## src/rtl/hada_divmod.sv

```systemverilog
// Sequential integer divider: restoring radix-2 shift-subtract with Haskell quotRem/divMod
// semantics, one operation in flight, valid/ready handshakes on both sides.
module hada_divmod #(
    parameter int WIDTH  = 64,
    parameter int SIGNED = 1
) (
    input  logic             clk,
    input  logic             rst,
    input  logic             in_valid,
    output logic             in_ready,
    input  logic [WIDTH-1:0] in_a,
    input  logic [WIDTH-1:0] in_b,
    input  logic             in_floor,
    output logic             out_valid,
    input  logic             out_ready,
    output logic [WIDTH-1:0] out_q,
    output logic [WIDTH-1:0] out_r,
    output logic             out_div0,
    output logic             out_ovf
);

    localparam int CNT_W = $clog2(WIDTH);
    localparam logic [WIDTH-1:0] MIN_BOUND = {1'b1, {(WIDTH-1){1'b0}}};
    localparam logic [WIDTH-1:0] ALL_ONES  = '1;

    typedef enum logic [1:0] {
        IDLE,
        CALC,
        FIXUP,
        DONE
    } state_t;

    state_t           state;
    logic [CNT_W-1:0] cnt;

    // Operation context captured on accept
    logic                    neg_a;
    logic                    neg_b;
    logic                    floor_reg;
    logic signed [WIDTH-1:0] b_reg;
    logic [WIDTH:0]          abs_b;

    // quo starts as |a| and shifts left; quotient bits enter at the bottom as dividend bits leave the top
    logic [WIDTH-1:0] quo;
    logic [WIDTH-1:0] rem;
    logic [WIDTH:0]   trial;

    logic                    accept;
    logic                    is_div0;
    logic                    is_ovf;
    logic signed [WIDTH-1:0] q_trunc;
    logic signed [WIDTH-1:0] r_trunc;
    logic signed [WIDTH-1:0] fix_q;
    logic signed [WIDTH-1:0] fix_r;
    logic                    floor_fix;

    function automatic logic is_neg(input logic [WIDTH-1:0] v);
        return (SIGNED != 0) && v[WIDTH-1];
    endfunction

    // One extra bit keeps the negation of minBound exact
    function automatic logic [WIDTH:0] magnitude(input logic [WIDTH-1:0] v);
        logic [WIDTH:0] ext;
        ext = {is_neg(v), v};
        return is_neg(v) ? -ext : ext;
    endfunction

    function automatic logic signed [WIDTH-1:0] apply_sign(input logic [WIDTH-1:0] mag,
                                                           input logic neg);
        return neg ? -mag : mag;
    endfunction

    assign accept  = (state == IDLE) && in_ready && in_valid;
    assign is_div0 = (in_b == '0);
    assign is_ovf  = (SIGNED != 0) && (in_a == MIN_BOUND) && (in_b == ALL_ONES);
    assign trial   = {rem, quo[WIDTH-1]};

    // Sign restoration (truncating), then the floor correction when mod must follow the divisor
    always_comb begin
        q_trunc   = apply_sign(quo, neg_a ^ neg_b);
        r_trunc   = apply_sign(rem, neg_a);
        floor_fix = (SIGNED != 0) && floor_reg && (rem != '0) && (neg_a != neg_b);
        fix_q     = q_trunc;
        fix_r     = r_trunc;
        if (floor_fix) begin
            fix_q = q_trunc - WIDTH'(1);
            fix_r = r_trunc + b_reg;
        end
    end

    // Datapath: operand capture, then one restoring step per CALC cycle
    always_ff @(posedge clk) begin
        if (accept) begin
            neg_a     <= is_neg(in_a);
            neg_b     <= is_neg(in_b);
            floor_reg <= in_floor;
            b_reg     <= in_b;
            abs_b     <= magnitude(in_b);
            quo       <= WIDTH'(magnitude(in_a));
            rem       <= '0;
        end else if (state == CALC) begin
            if (trial >= abs_b) begin
                rem <= WIDTH'(trial - abs_b);
                quo <= {quo[WIDTH-2:0], 1'b1};
            end else begin
                rem <= trial[WIDTH-1:0];
                quo <= {quo[WIDTH-2:0], 1'b0};
            end
        end
    end

    // Control FSM with registered handshake and result outputs
    always_ff @(posedge clk) begin
        if (rst) begin
            state     <= IDLE;
            cnt       <= '0;
            in_ready  <= 1'b0;
            out_valid <= 1'b0;
            out_q     <= '0;
            out_r     <= '0;
            out_div0  <= 1'b0;
            out_ovf   <= 1'b0;
        end else begin
            case (state)
                IDLE: begin
                    if (in_valid && in_ready) begin
                        in_ready <= 1'b0;
                        if (is_div0) begin
                            out_q     <= '0;
                            out_r     <= in_a;
                            out_div0  <= 1'b1;
                            out_ovf   <= 1'b0;
                            out_valid <= 1'b1;
                            state     <= DONE;
                        end else if (is_ovf) begin
                            out_q     <= MIN_BOUND;
                            out_r     <= '0;
                            out_div0  <= 1'b0;
                            out_ovf   <= 1'b1;
                            out_valid <= 1'b1;
                            state     <= DONE;
                        end else begin
                            cnt   <= CNT_W'(WIDTH - 1);
                            state <= CALC;
                        end
                    end else begin
                        in_ready <= 1'b1;
                    end
                end
                CALC: begin
                    if (cnt == '0) begin
                        state <= FIXUP;
                    end else begin
                        cnt <= cnt - CNT_W'(1);
                    end
                end
                FIXUP: begin
                    out_q     <= fix_q;
                    out_r     <= fix_r;
                    out_div0  <= 1'b0;
                    out_ovf   <= 1'b0;
                    out_valid <= 1'b1;
                    state     <= DONE;
                end
                DONE: begin
                    if (out_ready) begin
                        out_valid <= 1'b0;
                        in_ready  <= 1'b1;
                        state     <= IDLE;
                    end
                end
                default: begin
                    state <= IDLE;
                end
            endcase
        end
    end

endmodule

```

## config.mk

```make
export PLATFORM = sky130hd
export DESIGN_NAME = hada_divmod
export DESIGN_NICKNAME = d
export VERILOG_FILES = /design/src/rtl/hada_divmod.sv
export SDC_FILE = /design/constraint.sdc
export NUM_CORES = 1
export LEC_CHECK = 0
export CORE_ASPECT_RATIO = 1.1
export CORE_MARGIN = 1.5
export CORE_UTILIZATION = 60
export CTS_CLUSTER_SIZE = 8
export DETAILED_ROUTE_END_ITERATION = 8
export PLACE_DENSITY = 0.9
export SYNTH_ARGS = -nofsm -noshare
export SYNTH_HDL_FRONTEND = slang
export SYNTH_SLANG_ARGS = --single-unit
export TNS_END_PERCENT = 50
```

## constraint.sdc

```tcl
create_clock -name clk -period 6.9 [get_ports clk]
set_input_delay 1.38 -clock clk [delete_from_list [all_inputs] [get_ports clk]]
set_output_delay 1.38 -clock clk [all_outputs]
set_load 0.005 [all_outputs]
```

==> results of run 1 <==
==> per-stage QoR <==
| stage | utilization [%] | cell area [µm²] | power [µW] | setup slack [ps] |
|---|---|---|---|---|
| finish | 70.5 | 34600 | 15400 | 634 |
| floorplan | - | 30000 | 10500 | 734 |
| global route | 70.5 | 34600 | 16400 | 227 |
| CTS | 70.5 | 34600 | 15100 | 741 |
| global placement | 67.3 | 33000 | 12400 | 917 |
| detailed placement | 67.3 | 33000 | 12600 | 762 |
==> power breakdown <==
| group | leakage (µW) | switching [µW] | internal [µW] |
|---|---|---|---|
| Clock | 0.000747 | 1030 | 1510 |
| Sequential | 0.00347 | 806 | 3240 |
| Combinational | 0.00852 | 5300 | 3490 |
| Total | 0.0127 | 7140 | 8240 |
==> per-layer routing <==
layer | vias to the layer above | global-route usage (%) | share of wire [%]
met5 | - | 0 | 0.015
met4 | 2 | 16.5 | 4.4
met3 | 212 | 4.80 | 9.4
met2 | 1482 | 57.3 | 46
met1 | 13500 | 47.7 | 41
li1 | 13700 | - | -
==> logic make-up after synthesis <==
kind of cell,Yosys count
AO/OA/AOI/OAI,1114
XOR/XNOR,420
adder cells (fa/ha/maj),157
buffers and inverters,332
flip-flops,398
multiplexers,31
other,1
AND/OR/NAND/NOR,1191
==> worst min-delay path, stage by stage, from the launching register on <==
cell,delay [ps]
dfxtp_1,300
nand2_1,50
o21ai_1,50
==> cell usage in the layout (no fill, tap or decap), types with 86 or more instances in the layout <==
cell	count
nor2_1	281
xor2_1	142
inv_1	123
ha_1	154
nand2_1	393
edfxtp_1	194
dfxtp_1	204
a21oi_1	287
clkdlybuf4s50_1	261
nand3_1	86
o21ai_0	302
xnor2_1	276
==> final cells by class <==
class,instances,area (µm²)
multi-input cells,2914,18900
fillers,3952,14500
flip-flops and latches,398,9910
repair buffers,308,2990
clock buffers,95,1570
well taps,652,816
inverters,125,474
diodes,1,2.50
==> final timing paths <==
kind | start | slack, ps | end
setup / recovery | rem[0] | 630 | out_r[57]
setup reg to reg | rem[0] | 630 | out_r[57]
hold / removal | out_q[40] | 440 | out_q[40]
hold reg to reg | out_q[40] | 440 | out_q[40]
==> results.yml, run 1 <==
outcome:
  status: "completed"
power_and_ir_drop:
  p_leak_uw: 0.0127
  power.density_nw_per_um2: 444
  ir_drop_v: 0.000209
synthesis:
  synth_flop_cell: "dfxtp_1"
  syn_area_um2: 30000
  async_reset_ff_share_pct: 0
  ys_top_cells_by_area: "edfxtp_1, dfxtp_1, xnor2_1"
  syn_avg_cell_area_um2: 8.22
  synth_cells: 3644
  synth.distinct_cells: 89
  muxShareOfSynthArea_pct: 1.07
  yosys.area.top_type: "edfxtp_1"
  synth_edf_count: 194
  synth_most_common_cell: "nand2_1"
  yosysWarnings: 0
  synthSimpleGateAreaFrac_pct: 19.4
  synth_fa_ha_area_share_pct: 6.61
  synthXorXnorAreaFrac_pct: 12.3
  synth.top_cell.area_share_pct: 19.4
  ys_seq_elements: 398
  synth_top_family_by_area: "compound AO/OA/AOI/OAI gates"
  synth_common_cells: "nand2_1, o21ai_0, a21oi_1"
  synth_nets: 3934
  synth_compound_area_share_pct: 23.3
  yosysSeqAreaShare_pct: 33.1
setup_path:
  critPathBufInv: 1
  worstPathRequired_ps: 7430
  reg2regPathDepth: 21
  timing.critical_path.max_delay_family: "simple AND/OR/NAND/NOR gates"
  crit_arrival_ps: 6790
  crit_fanout: 6
  slowest_stage: "or4b_2"
  path_depth: 21
  endpoint_kind: "register"
  critPathLaunchType: "register"
  crit_chain: "inv_1 > ha_1 > or4b_2 > nor2_1 > nand4_1 > nand3b_1 > o31ai_1 > xnor2_1 > ha_1 > nand4_1 > or4_1 > or3_1 > a211oi_1 > a211oi_1 > a21oi_1 > a41oi_1 > o221a_2 > nor2b_1 > o21ai_0 > mux2_2 > o21ai_0"
  crit_type: "reg2reg"
  slowest_delay_ps: 730
clock_tree:
  post-cts-setup-buffers: 0
  numCtsBuffers: 55
  clockBufferDepth: 3
  cts_tree: "done"
  ctsHoldBuffers: 0
  htreeDepth: 2
  clkLatencyLatePin_ps: 610
  root_buffer: "clkbuf_16"
  cts.repair.resized: 0
  cts_sinks: 398
  clkTransAtPathRegs_ps: 50
sta:
  tightest_slew_ps: 1190
  skew_ps: 17.5
  setup_viol: 0
  timing.fmax_mhz: 160
  slew_violations: 0
  period_minus_slack_ps: 6270
  fin_crit_sh_pct: 90.8
  maxSlewHeadroom_pct: 20.8
  timing.hold.ws_ps: 443
  rsz0062_at_grt: "false"
  finalHoldViolCount: 0
  final.setup.tns_ps: 0
place:
  dp.cells: 4397
  io_buffers: 264
  globalplace.congestion: 1.01
  hpwl_um: 71800
die:
  fp-row-count: 85
  die_area_um2: 51300
  ios: 265
  core_area_um2: 49100
  start_util_pct: 61.0
  die_h_um: 237
  die_x_um: 216
detailed_routing:
  totalWireLength_um: 94100
  drtIter0Drc: 3090
  drt_pass1_iterations: 6
  drc: 0
  vias_per_cell: 6.42
  ant_nets: 0
  vias: 28800
  wire_per_inst_um: 21.0
hold_path:
  whs_path_depth: 2
  hold_path_class: "reg2reg"
grt:
  gr-total-overflow: 0
  grt_pass1_vias: 26500
  grt_max_degree: 107
  grt_util_all_layers_pct: 35.7
  grt_antenna_before_repair: 1
  grt_pass1_wl_um: 146000
finish:
  layout-drive-gt1-share_pct: 4.69
  area_growth_pct: 15.5
  fin_cells: 4493
  nets: 4092
run:
  maxCapViolations: 0
No activity file was read; power rests on OpenSTA's default activity.
==> run 2, diff against run 1 <==
Settings changed: CAP_MARGIN from default to 20.
==> results.yml, run 2 (same netlist as run 1, synthesis figures left out) <==
outcome:
  status: "completed"
detailed_routing:
  drtIter0Drc: 3299
  drc: 0
  wire_per_inst_um: 21.0
  totalWireLength_um: 94300
  drt_pass1_iterations: 6
  vias: 28900
  ant_nets: 0
  vias_per_cell: 6.44
finish:
  area_growth_pct: 15.6
  layout-drive-gt1-share_pct: 4.71
  layout_commonest_cell: "nand2_1"
  nets: 4093
  final_core_util_pct: 70.5
  final_cell_mix: "nand2_1, o21ai_0, a21oi_1"
  fin_cells: 4494
sta:
  slew_violations: 0
  rsz0062_at_grt: "false"
  tightest_slew_ps: 1140
  skew_ps: 27.6
  finalHoldViolCount: 0
  timing.fmax_mhz: 160
  setup_viol: 0
  period_minus_slack_ps: 6240
  maxSlewHeadroom_pct: 23.2
  final.setup.tns_ps: 0
  fin_crit_sh_pct: 90.5
place:
  io_buffers: 264
  globalplace.congestion: 1.01
  dp.cells: 4398
  hpwl_um: 71700
clock_tree:
  htreeDepth: 2
  ctsHoldBuffers: 0
  cts_sinks: 398
  cts_tree: "done"
  clkTransAtPathRegs_ps: 50
  post-cts-setup-buffers: 0
  numCtsBuffers: 55
  clockBufferDepth: 3
  cts.repair.resized: 0
  root_buffer: "clkbuf_16"
  clkLatencyLatePin_ps: 620
run:
  maxCapViolations: 0
setup_path:
  crit_fanout: 8
  timing.critical_path.max_delay_family: "simple AND/OR/NAND/NOR gates"
  crit_arrival_ps: 6790
  critPathLaunchType: "register"
  slowest_stage: "or4_1"
  crit_type: "reg2reg"
  critPathBufInv: 0
  slowest_delay_ps: 600
  worstPathRequired_ps: 7440
  endpoint_kind: "register"
  crit_chain: "or4_1 > nor3_1 > nand4_1 > or2_2 > nand2b_1 > o41ai_1 > xnor2_1 > ha_1 > nand4_1 > or4_1 > or3_1 > a211oi_1 > a211oi_1 > a21oi_1 > a41oi_1 > o221a_2 > o22ai_1 > mux2i_1 > or3_1 > nand3_1"
die:
  die_x_um: 216
  die_h_um: 237
  fp-row-count: 85
  core_area_um2: 49100
  start_util_pct: 61.0
  die_area_um2: 51300
  ios: 265
grt:
  grt_antenna_before_repair: 1
  grt_pass1_vias: 26600
  gr-total-overflow: 0
  grt_max_degree: 107
  grt_pass1_wl_um: 146000
  grt_util_all_layers_pct: 35.8
power_and_ir_drop:
  ir_drop_v: 0.000256
  power.density_nw_per_um2: 444
  p_total_uw: 15400
  p_leak_uw: 0.0128
hold_path:
  hold_path_class: "reg2reg"
==> run 2: worst paths after layout <==
path	cells past startpoint	startpoint	slack [ps]	end
setup / recovery	20	rem[17]	660	out_r[63]
hold reg to reg	2	out_q[50]	450	out_q[50]
hold / removal	2	out_q[50]	450	out_q[50]
setup reg to reg	20	rem[17]	660	out_r[63]
==> run 2: cell type report <==
cell class | instances | area [µm²]
antenna | 2 | 5.00
sequential | 398 | 9910
fill | 3938 | 14500
clock buffer | 94 | 1570
timing repair buffer | 309 | 3000
inverter | 125 | 474
tap | 652 | 816
multi-input combinational | 2914 | 18900
==> run 2: tightest hold or removal path, delay by kind of cell (launching register included) <==
family | cells | cell delay (ps)
AND/OR/NAND/NOR | 1 | 40
flip-flops | 1 | 310
AO/OA/AOI/OAI | 1 | 50
==> run 2: routing by layer <==
metal / vias to the layer above / track usage (%) / routed length [µm] / part of all wire [%]
li1: 13700 / - / - / -
met2: 1512 / 57.0 / 42300 / 45
met3: 266 / 5.68 / 8890 / 9.4
met5: - / 0 / 0 / 0
met1: 13500 / 47.5 / 38200 / 41
met4: 0 / 17.3 / 4890 / 5.2
==> run 2: power breakdown <==
group / switching [µW] / internal [µW] / total, µW
Combinational: 5310 / 3490 / 8790
Clock: 1030 / 1510 / 2540
Sequential: 806 / 3240 / 4050
==> run 2: stage by stage <==
step | hold slack (ps) | cell area (µm²) | setup slack [ps]
finish | 445 | 34600 | 656
global route | 461 | 34600 | 264
CTS | 451 | 34600 | 744
detailed placement | 437 | 33100 | 797
global placement | 434 | 33000 | 917
floorplan | 442 | 30000 | 734
